File: src/rtl/axi_lsu_master.sv
// axi_lsu_master: AXI4-Lite master for the RV32I core load/store port.
// Accepts one core request at a time and runs either a write (AW+W, then B)
// or a read (AR, then R). Completion is reported with a one-cycle mem_done
// pulse carrying mem_err (nonzero response or timeout) and, for loads, mem_rdata.
// Ports:
//   AXI_ACLK, AXI_ARESETN        clock, synchronous active-low reset
//   mem_valid/mem_ready          core request handshake (mem_ready = IDLE)
//   mem_we, mem_addr, mem_wdata, mem_wstrb   request payload
//   mem_rdata, mem_done, mem_err completion report
//   AXI_AW*/AXI_W*/AXI_B*        write channels
//   AXI_AR*/AXI_R*               read channels
module axi_lsu_master #(
    parameter int unsigned AXI_AWIDTH     = 32,
    parameter int unsigned AXI_DWIDTH     = 32,
    parameter int unsigned TIMEOUT_CYCLES = 1024
) (
    input  logic                      AXI_ACLK,
    input  logic                      AXI_ARESETN,
    input  logic                      mem_valid,
    output logic                      mem_ready,
    input  logic                      mem_we,
    input  logic [AXI_AWIDTH-1:0]     mem_addr,
    input  logic [AXI_DWIDTH-1:0]     mem_wdata,
    input  logic [AXI_DWIDTH/8-1:0]   mem_wstrb,
    output logic [AXI_DWIDTH-1:0]     mem_rdata,
    output logic                      mem_done,
    output logic                      mem_err,
    output logic [AXI_AWIDTH-1:0]     AXI_AWADDR,
    output logic                      AXI_AWVALID,
    input  logic                      AXI_AWREADY,
    output logic [AXI_DWIDTH-1:0]     AXI_WDATA,
    output logic [AXI_DWIDTH/8-1:0]   AXI_WSTRB,
    output logic                      AXI_WVALID,
    input  logic                      AXI_WREADY,
    input  logic [1:0]                AXI_BRESP,
    input  logic                      AXI_BVALID,
    output logic                      AXI_BREADY,
    output logic [AXI_AWIDTH-1:0]     AXI_ARADDR,
    output logic                      AXI_ARVALID,
    input  logic                      AXI_ARREADY,
    input  logic [AXI_DWIDTH-1:0]     AXI_RDATA,
    input  logic [1:0]                AXI_RRESP,
    input  logic                      AXI_RVALID,
    output logic                      AXI_RREADY
);

    localparam int unsigned SW = AXI_DWIDTH / 8;
    localparam int unsigned CW = 32;

    typedef enum logic [1:0] {
        S_IDLE   = 2'd0,
        S_WRITE  = 2'd1,
        S_READ_A = 2'd2,
        S_READ_D = 2'd3
    } state_t;

    state_t                state_q, state_d;
    logic                  aw_done_q, aw_done_d;
    logic                  w_done_q, w_done_d;
    logic                  b_done_q, b_done_d;
    logic                  err_q, err_d;
    logic [CW-1:0]         cnt_q, cnt_d;

    logic                  mem_ready_d, mem_done_d, mem_err_d;
    logic [AXI_DWIDTH-1:0] mem_rdata_d;
    logic [AXI_AWIDTH-1:0] awaddr_d, araddr_d;
    logic [AXI_DWIDTH-1:0] wdata_d;
    logic [SW-1:0]         wstrb_d;
    logic                  awvalid_d, wvalid_d, bready_d, arvalid_d, rready_d;

    logic                  tout;
    logic                  aw_fire, w_fire, b_fire, ar_fire, r_fire;
    logic                  aw_all, w_all, b_all;

    // Timeout fires on the last allowed cycle; a zero limit disables it
    always_comb begin
        tout = (TIMEOUT_CYCLES != 0) && (cnt_q == CW'(TIMEOUT_CYCLES - 1));
    end

    // Next-state and next-output logic
    always_comb begin
        state_d     = state_q;
        aw_done_d   = aw_done_q;
        w_done_d    = w_done_q;
        b_done_d    = b_done_q;
        err_d       = err_q;
        cnt_d       = (state_q != S_IDLE) ? cnt_q + CW'(1) : cnt_q;
        mem_done_d  = 1'b0;
        mem_err_d   = 1'b0;
        mem_rdata_d = mem_rdata;
        awaddr_d    = AXI_AWADDR;
        araddr_d    = AXI_ARADDR;
        wdata_d     = AXI_WDATA;
        wstrb_d     = AXI_WSTRB;
        awvalid_d   = AXI_AWVALID;
        wvalid_d    = AXI_WVALID;
        bready_d    = AXI_BREADY;
        arvalid_d   = AXI_ARVALID;
        rready_d    = AXI_RREADY;

        aw_fire = AXI_AWVALID & AXI_AWREADY;
        w_fire  = AXI_WVALID  & AXI_WREADY;
        b_fire  = AXI_BREADY  & AXI_BVALID;
        ar_fire = AXI_ARVALID & AXI_ARREADY;
        r_fire  = AXI_RREADY  & AXI_RVALID;
        aw_all  = aw_done_q | aw_fire;
        w_all   = w_done_q  | w_fire;
        b_all   = b_done_q  | b_fire;

        case (state_q)
            S_IDLE: begin
                if (mem_valid && mem_ready) begin
                    awaddr_d  = mem_addr;
                    araddr_d  = mem_addr;
                    wdata_d   = mem_wdata;
                    wstrb_d   = mem_wstrb;
                    aw_done_d = 1'b0;
                    w_done_d  = 1'b0;
                    b_done_d  = 1'b0;
                    err_d     = 1'b0;
                    cnt_d     = '0;
                    if (mem_we) begin
                        state_d   = S_WRITE;
                        awvalid_d = 1'b1;
                        wvalid_d  = 1'b1;
                        bready_d  = 1'b1;
                    end else begin
                        state_d   = S_READ_A;
                        arvalid_d = 1'b1;
                    end
                end
            end
            S_WRITE: begin
                if (aw_fire) begin
                    awvalid_d = 1'b0;
                    aw_done_d = 1'b1;
                end
                if (w_fire) begin
                    wvalid_d = 1'b0;
                    w_done_d = 1'b1;
                end
                if (b_fire) begin
                    b_done_d = 1'b1;
                    err_d    = (AXI_BRESP != 2'b00);
                end
                // Completion includes handshakes landing this cycle and beats timeout
                if (aw_all && w_all && b_all) begin
                    state_d    = S_IDLE;
                    mem_done_d = 1'b1;
                    mem_err_d  = b_fire ? (AXI_BRESP != 2'b00) : err_q;
                    awvalid_d  = 1'b0;
                    wvalid_d   = 1'b0;
                    bready_d   = 1'b0;
                end else if (tout) begin
                    state_d    = S_IDLE;
                    mem_done_d = 1'b1;
                    mem_err_d  = 1'b1;
                    awvalid_d  = 1'b0;
                    wvalid_d   = 1'b0;
                    bready_d   = 1'b0;
                end
            end
            S_READ_A: begin
                // R data seen alongside the AR handshake waits for READ_D
                if (tout) begin
                    state_d    = S_IDLE;
                    mem_done_d = 1'b1;
                    mem_err_d  = 1'b1;
                    arvalid_d  = 1'b0;
                    rready_d   = 1'b0;
                end else if (ar_fire) begin
                    state_d   = S_READ_D;
                    arvalid_d = 1'b0;
                    rready_d  = 1'b1;
                end
            end
            S_READ_D: begin
                if (r_fire) begin
                    state_d     = S_IDLE;
                    mem_done_d  = 1'b1;
                    mem_err_d   = (AXI_RRESP != 2'b00);
                    mem_rdata_d = AXI_RDATA;
                    rready_d    = 1'b0;
                end else if (tout) begin
                    state_d    = S_IDLE;
                    mem_done_d = 1'b1;
                    mem_err_d  = 1'b1;
                    rready_d   = 1'b0;
                end
            end
            default: begin
                state_d = S_IDLE;
            end
        endcase

        mem_ready_d = (state_d == S_IDLE);
    end

    // State and output registers
    always_ff @(posedge AXI_ACLK) begin
        if (!AXI_ARESETN) begin
            state_q     <= S_IDLE;
            aw_done_q   <= 1'b0;
            w_done_q    <= 1'b0;
            b_done_q    <= 1'b0;
            err_q       <= 1'b0;
            cnt_q       <= '0;
            mem_ready   <= 1'b0;
            mem_done    <= 1'b0;
            mem_err     <= 1'b0;
            mem_rdata   <= '0;
            AXI_AWADDR  <= '0;
            AXI_ARADDR  <= '0;
            AXI_WDATA   <= '0;
            AXI_WSTRB   <= '0;
            AXI_AWVALID <= 1'b0;
            AXI_WVALID  <= 1'b0;
            AXI_BREADY  <= 1'b0;
            AXI_ARVALID <= 1'b0;
            AXI_RREADY  <= 1'b0;
        end else begin
            state_q     <= state_d;
            aw_done_q   <= aw_done_d;
            w_done_q    <= w_done_d;
            b_done_q    <= b_done_d;
            err_q       <= err_d;
            cnt_q       <= cnt_d;
            mem_ready   <= mem_ready_d;
            mem_done    <= mem_done_d;
            mem_err     <= mem_err_d;
            mem_rdata   <= mem_rdata_d;
            AXI_AWADDR  <= awaddr_d;
            AXI_ARADDR  <= araddr_d;
            AXI_WDATA   <= wdata_d;
            AXI_WSTRB   <= wstrb_d;
            AXI_AWVALID <= awvalid_d;
            AXI_WVALID  <= wvalid_d;
            AXI_BREADY  <= bready_d;
            AXI_ARVALID <= arvalid_d;
            AXI_RREADY  <= rready_d;
        end
    end

endmodule

File: config.mk
export PLATFORM = sky130hd
export DESIGN_NAME = axi_lsu_master
export DESIGN_NICKNAME = d
export VERILOG_FILES = /design/src/rtl/axi_lsu_master.sv
export SDC_FILE = /design/constraint.sdc
export NUM_CORES = 1
export LEC_CHECK = 0
export CAP_MARGIN = 30
export CORE_UTILIZATION = 40
export CTS_BUF_LIST = sky130_fd_sc_hd__clkbuf_2 sky130_fd_sc_hd__clkbuf_4 sky130_fd_sc_hd__clkbuf_8
export CTS_CLUSTER_DIAMETER = 120
export DETAILED_ROUTE_END_ITERATION = 12
export PLACE_DENSITY = 0.76
export SLEW_MARGIN = 25
export SYNTH_ARGS = -nofsm -noshare
export SYNTH_HDL_FRONTEND = slang
export SYNTH_SLANG_ARGS = --single-unit
File: constraint.sdc
create_clock -name AXI_ACLK -period 2.78 [get_ports AXI_ACLK]
set_input_delay 0.278 -clock AXI_ACLK [delete_from_list [all_inputs] [get_ports AXI_ACLK]]
set_output_delay 0.278 -clock AXI_ACLK [all_outputs]
set_load 0.02 [all_outputs]
==> flow_metrics.py <==
metrics = {
    "hold_path": {
        "worstHoldPathType": "input pin to flip-flop",
        "whs_path_depth": 3,
    },
    "yosys": {
        "synth-seq-cells": 146,
        "seq_area_frac_synth_pct": 49.0,
        "yosys.area.top_type_share_pct": 49.0,
        "synthFlopType": "dfxtp_1",
        "syn_area_per_cell_um2": 8.09,
        "syn_inst": 738,
        "yosysWarnings": 0,
        "ys_types": 62,
        "synth_area_um2": 5970,
        "synth_top_cells_by_area": "dfxtp_1, nand2_1, a21oi_1",
        "synth_common_cells": "nand2_1, dfxtp_1, a21oi_1",
        "ys_async_sr_fraction_pct": 0,
        "syn_nets": 852,
        "synth_edf_count": 0,
        "synth_most_common_cell": "nand2_1",
        "yosys.area.top_type": "dfxtp_1",
    },
    "detailed_routing": {
        "totalWireLength_um": 16700,
        "dr_total_vias": 5683,
        "route.detailed.drc": 0,
        "wl_per_cell_um": 14.7,
        "route.antenna.remaining_nets": 0,
        "vias_per_cell": 5.00,
        "firstDrtPassIters": 4,
        "drt_iter0_drc": 286,
    },
    "pwr": {
        "power_frac_comb_pct": 15.8,
        "pwr_density_cell_nw_per_um2": 524,
        "p_int_mw": 3.39,
        "switching_share_pct": 26.3,
        "vdd_drop_max_v": 0.000301,
        "pwr-share-seq_pct": 48.4,
        "pwr-share-clk_pct": 35.8,
        "leakagePower_nw": 3.04,
        "power_switching_mw": 1.21,
    },
    "layout": {
        "syn_to_final_growth_pct": 46.9,
        "final_layout_size_suffix_gt1_share_pct": 6.20,
        "fin_nets": 1053,
        "antennaDiodeCount": 0,
        "fin_area_um2": 8770,
        "fin_util_pct": 60.3,
    },
    "clocking": {
        "cts_setup_buffers": 0,
        "cts-resized-gates": 0,
        "insertion_delay_ns": 0.45,
        "numCtsBuffers": 17,
        "cts_hold_buffers": 0,
        "clk_path_buf_depth": 2,
        "cts_tree": "built",
        "cts_root_buf": "clkbuf_8",
        "cts.sinks": 146,
        "clk_pin_slew_ns": 0.08,
        "htreeDepth": 4,
    },
    "global_route": {
        "grt_pass1_vias": 5297,
        "grt-ovfl-total": 0,
        "antenna_found_initial": 0,
        "grt_pass1_wl_um": 25900,
        "grt_usage_pct": 21.7,
        "grt_max_degree": 66,
    },
    "floorplanning": {
        "fp.dieW_um": 124,
        "initial_core_util_pct": 41.1,
        "die_y_um": 124,
        "top_level_ports": 253,
        "fp-row-count": 44,
        "die-area_um2": 15400,
        "core_area_um2": 14500,
    },
    "timing": {
        "whs_ns": 0.371,
        "final_hold_viol_count": 0,
        "period_share_pct": 77.0,
        "clock_skew_ns": 0.0108,
        "tightest_slew_ns": 0.705,
        "max_freq_mhz": 467,
        "max-slew-margin-rel_pct": 52.6,
        "min_period_ns": 2.14,
        "slew_viol_final": 0,
        "timing.setup.tns_ns": 0,
        "finalSetupViolations": 0,
        "rsz0062_at_grt": "no",
        "setup_slack_ns": 0.640,
    },
    "worst_setup_path": {
        "cp.required_ns": 3.16,
        "r2r_cells": 5,
        "worstPathArrival_ns": 2.52,
        "cp-end-kind": "flip-flop",
        "critPathKind": "flip-flop to flip-flop",
        "rrSetupSlack_ns": 0.64,
        "cp_max_fo": 13,
        "critPathLaunchType": "flip-flop",
    },
    "placed_design": {
        "place.gp.congestion": 0.807,
        "placement.io_buffers": 252,
        "post-place-ws_ns": 0.664,
        "place_area_um2": 8370,
        "hpwl_um": 11600,
    },
    "outcome": {
        "outcome": "complete, no violations",
    },
    "flow_run": {
        "drv_cap": 0,
    },
}
-- layout by cell type, fill, tap and decap left out, drive strengths merged, types with 2 or more instances in the layout --
| cell type | Yosys | final |
|---|---|---|
| or4b | 2 | 2 |
| or2 | 3 | 3 |
| nand2 | 229 | 229 |
| o22ai | 2 | 2 |
| clkinv | 1 | 5 |
| buf | 53 | 10 |
| nand4 | 15 | 15 |
| o21ai | 5 | 5 |
| and4 | 5 | 5 |
| nor3 | 2 | 2 |
| nand2b | 2 | 2 |
| a211oi | 2 | 2 |
| mux2i | 3 | 3 |
| o21a | 3 | 3 |
| clkinvlp | 0 | 2 |
| clkdlybuf4s50 | 0 | 252 |
| a32oi | 3 | 3 |
| and3 | 6 | 6 |
| o211ai | 6 | 6 |
| a21oi | 122 | 122 |
| o31ai | 5 | 5 |
| a31oi | 4 | 4 |
| nor4 | 7 | 7 |
| xor2 | 3 | 3 |
| inv | 6 | 7 |
| nand3 | 18 | 18 |
| nor3b | 3 | 3 |
| dfxtp | 146 | 146 |
| mux2 | 6 | 6 |
| nor2 | 27 | 27 |
| or3 | 7 | 7 |
| clkbuf | 27 | 24 |
-- registers in the layout, indices dropped and copies added (netlist names) --
| name | count |
|---|---|
| AXI_ARADDR | 32 |
| AXI_WDATA | 32 |
| cnt_q | 32 |
| mem_rdata | 32 |
| AXI_WSTRB | 4 |
| state_q | 2 |
| AXI_ARVALID | 1 |
| AXI_AWVALID | 1 |
| AXI_BREADY | 1 |
| AXI_RREADY | 1 |
| AXI_WVALID | 1 |
| aw_done_q | 1 |
| b_done_q | 1 |
| err_q | 1 |
| mem_done | 1 |
| mem_err | 1 |
| mem_ready | 1 |
| w_done_q | 1 |
-- power groups by stage --
stage          Sequential, mW  Clock, mW  Combinational [mW]
2_1_floorplan            2.34          0               0.275
3_3_place_gp             2.27          0               0.724
3_5_place_dp             2.27          0               0.729
4_1_cts                  2.22       1.68               0.732
5_1_grt                  2.24       1.78               0.783
6_report                 2.22       1.65               0.725
-- area by class of cell --
| class | count | area [um^2] |
|---|---|---|
| fill | 1274 | 5760 |
| timing repair buffer | 262 | 2620 |
| inverter | 7 | 28.8 |
| sequential | 146 | 2920 |
| multi-input combinational | 505 | 2570 |
| clock buffer | 24 | 324 |
| clock inverter | 8 | 73.8 |
| tap | 184 | 230 |
-- routing by layer --
metal / track usage (%) / vias to the layer above / share of wire (%)
met4: 8.48 / 0 / 1.6
li1: - / 2864 / -
met5: 0 / - / 0
met1: 25.2 / 2587 / 40
met3: 8.70 / 19 / 9.9
met2: 35.6 / 213 / 48
-- worst max-delay path, stage by stage (launching register included) --
cell	delay, ns
dfxtp_1	0.58
o211a_1	0.27
nor3b_4	0.54
nand4_2	0.20
or3_1	0.34
a21oi_1	0.13
-- worst paths after layout --
path	startpoint	endpoint
worst max register to register	state_q[1]	cnt_q[28]
worst min-delay path	AXI_RDATA[29]	mem_rdata[29]
worst min register to register	AXI_WDATA[18]	AXI_WDATA[18]
worst max-delay path	state_q[1]	cnt_q[28]
-- stage by stage --
stage | instances | total power [mW]
2_1_floorplan | 738 | 2.62
3_3_place_gp | 1104 | 2.99
3_5_place_dp | 1104 | 3.00
4_1_cts | 1136 | 4.64
5_1_grt | 1136 | 4.80
6_report | 1136 | 4.60
-- cells by family (layout without fill, tap and decap cells) --
| family | Yosys count | in the layout | synth area share, % |
|---|---|---|---|
| AO/OA/AOI/OAI | 161 | 161 | 15.2 |
| XOR/XNOR | 4 | 4 | 0.587 |
| adder cells (fa/ha/maj) | 1 | 1 | 0.210 |
| buffers and inverters | 87 | 301 | 8.28 |
| flip-flops | 146 | 146 | 49.0 |
| multiplexers | 9 | 9 | 1.70 |
| AND/OR/NAND/NOR | 330 | 330 | 25.1 |
Note: power is estimated with default switching activity, not from simulation.
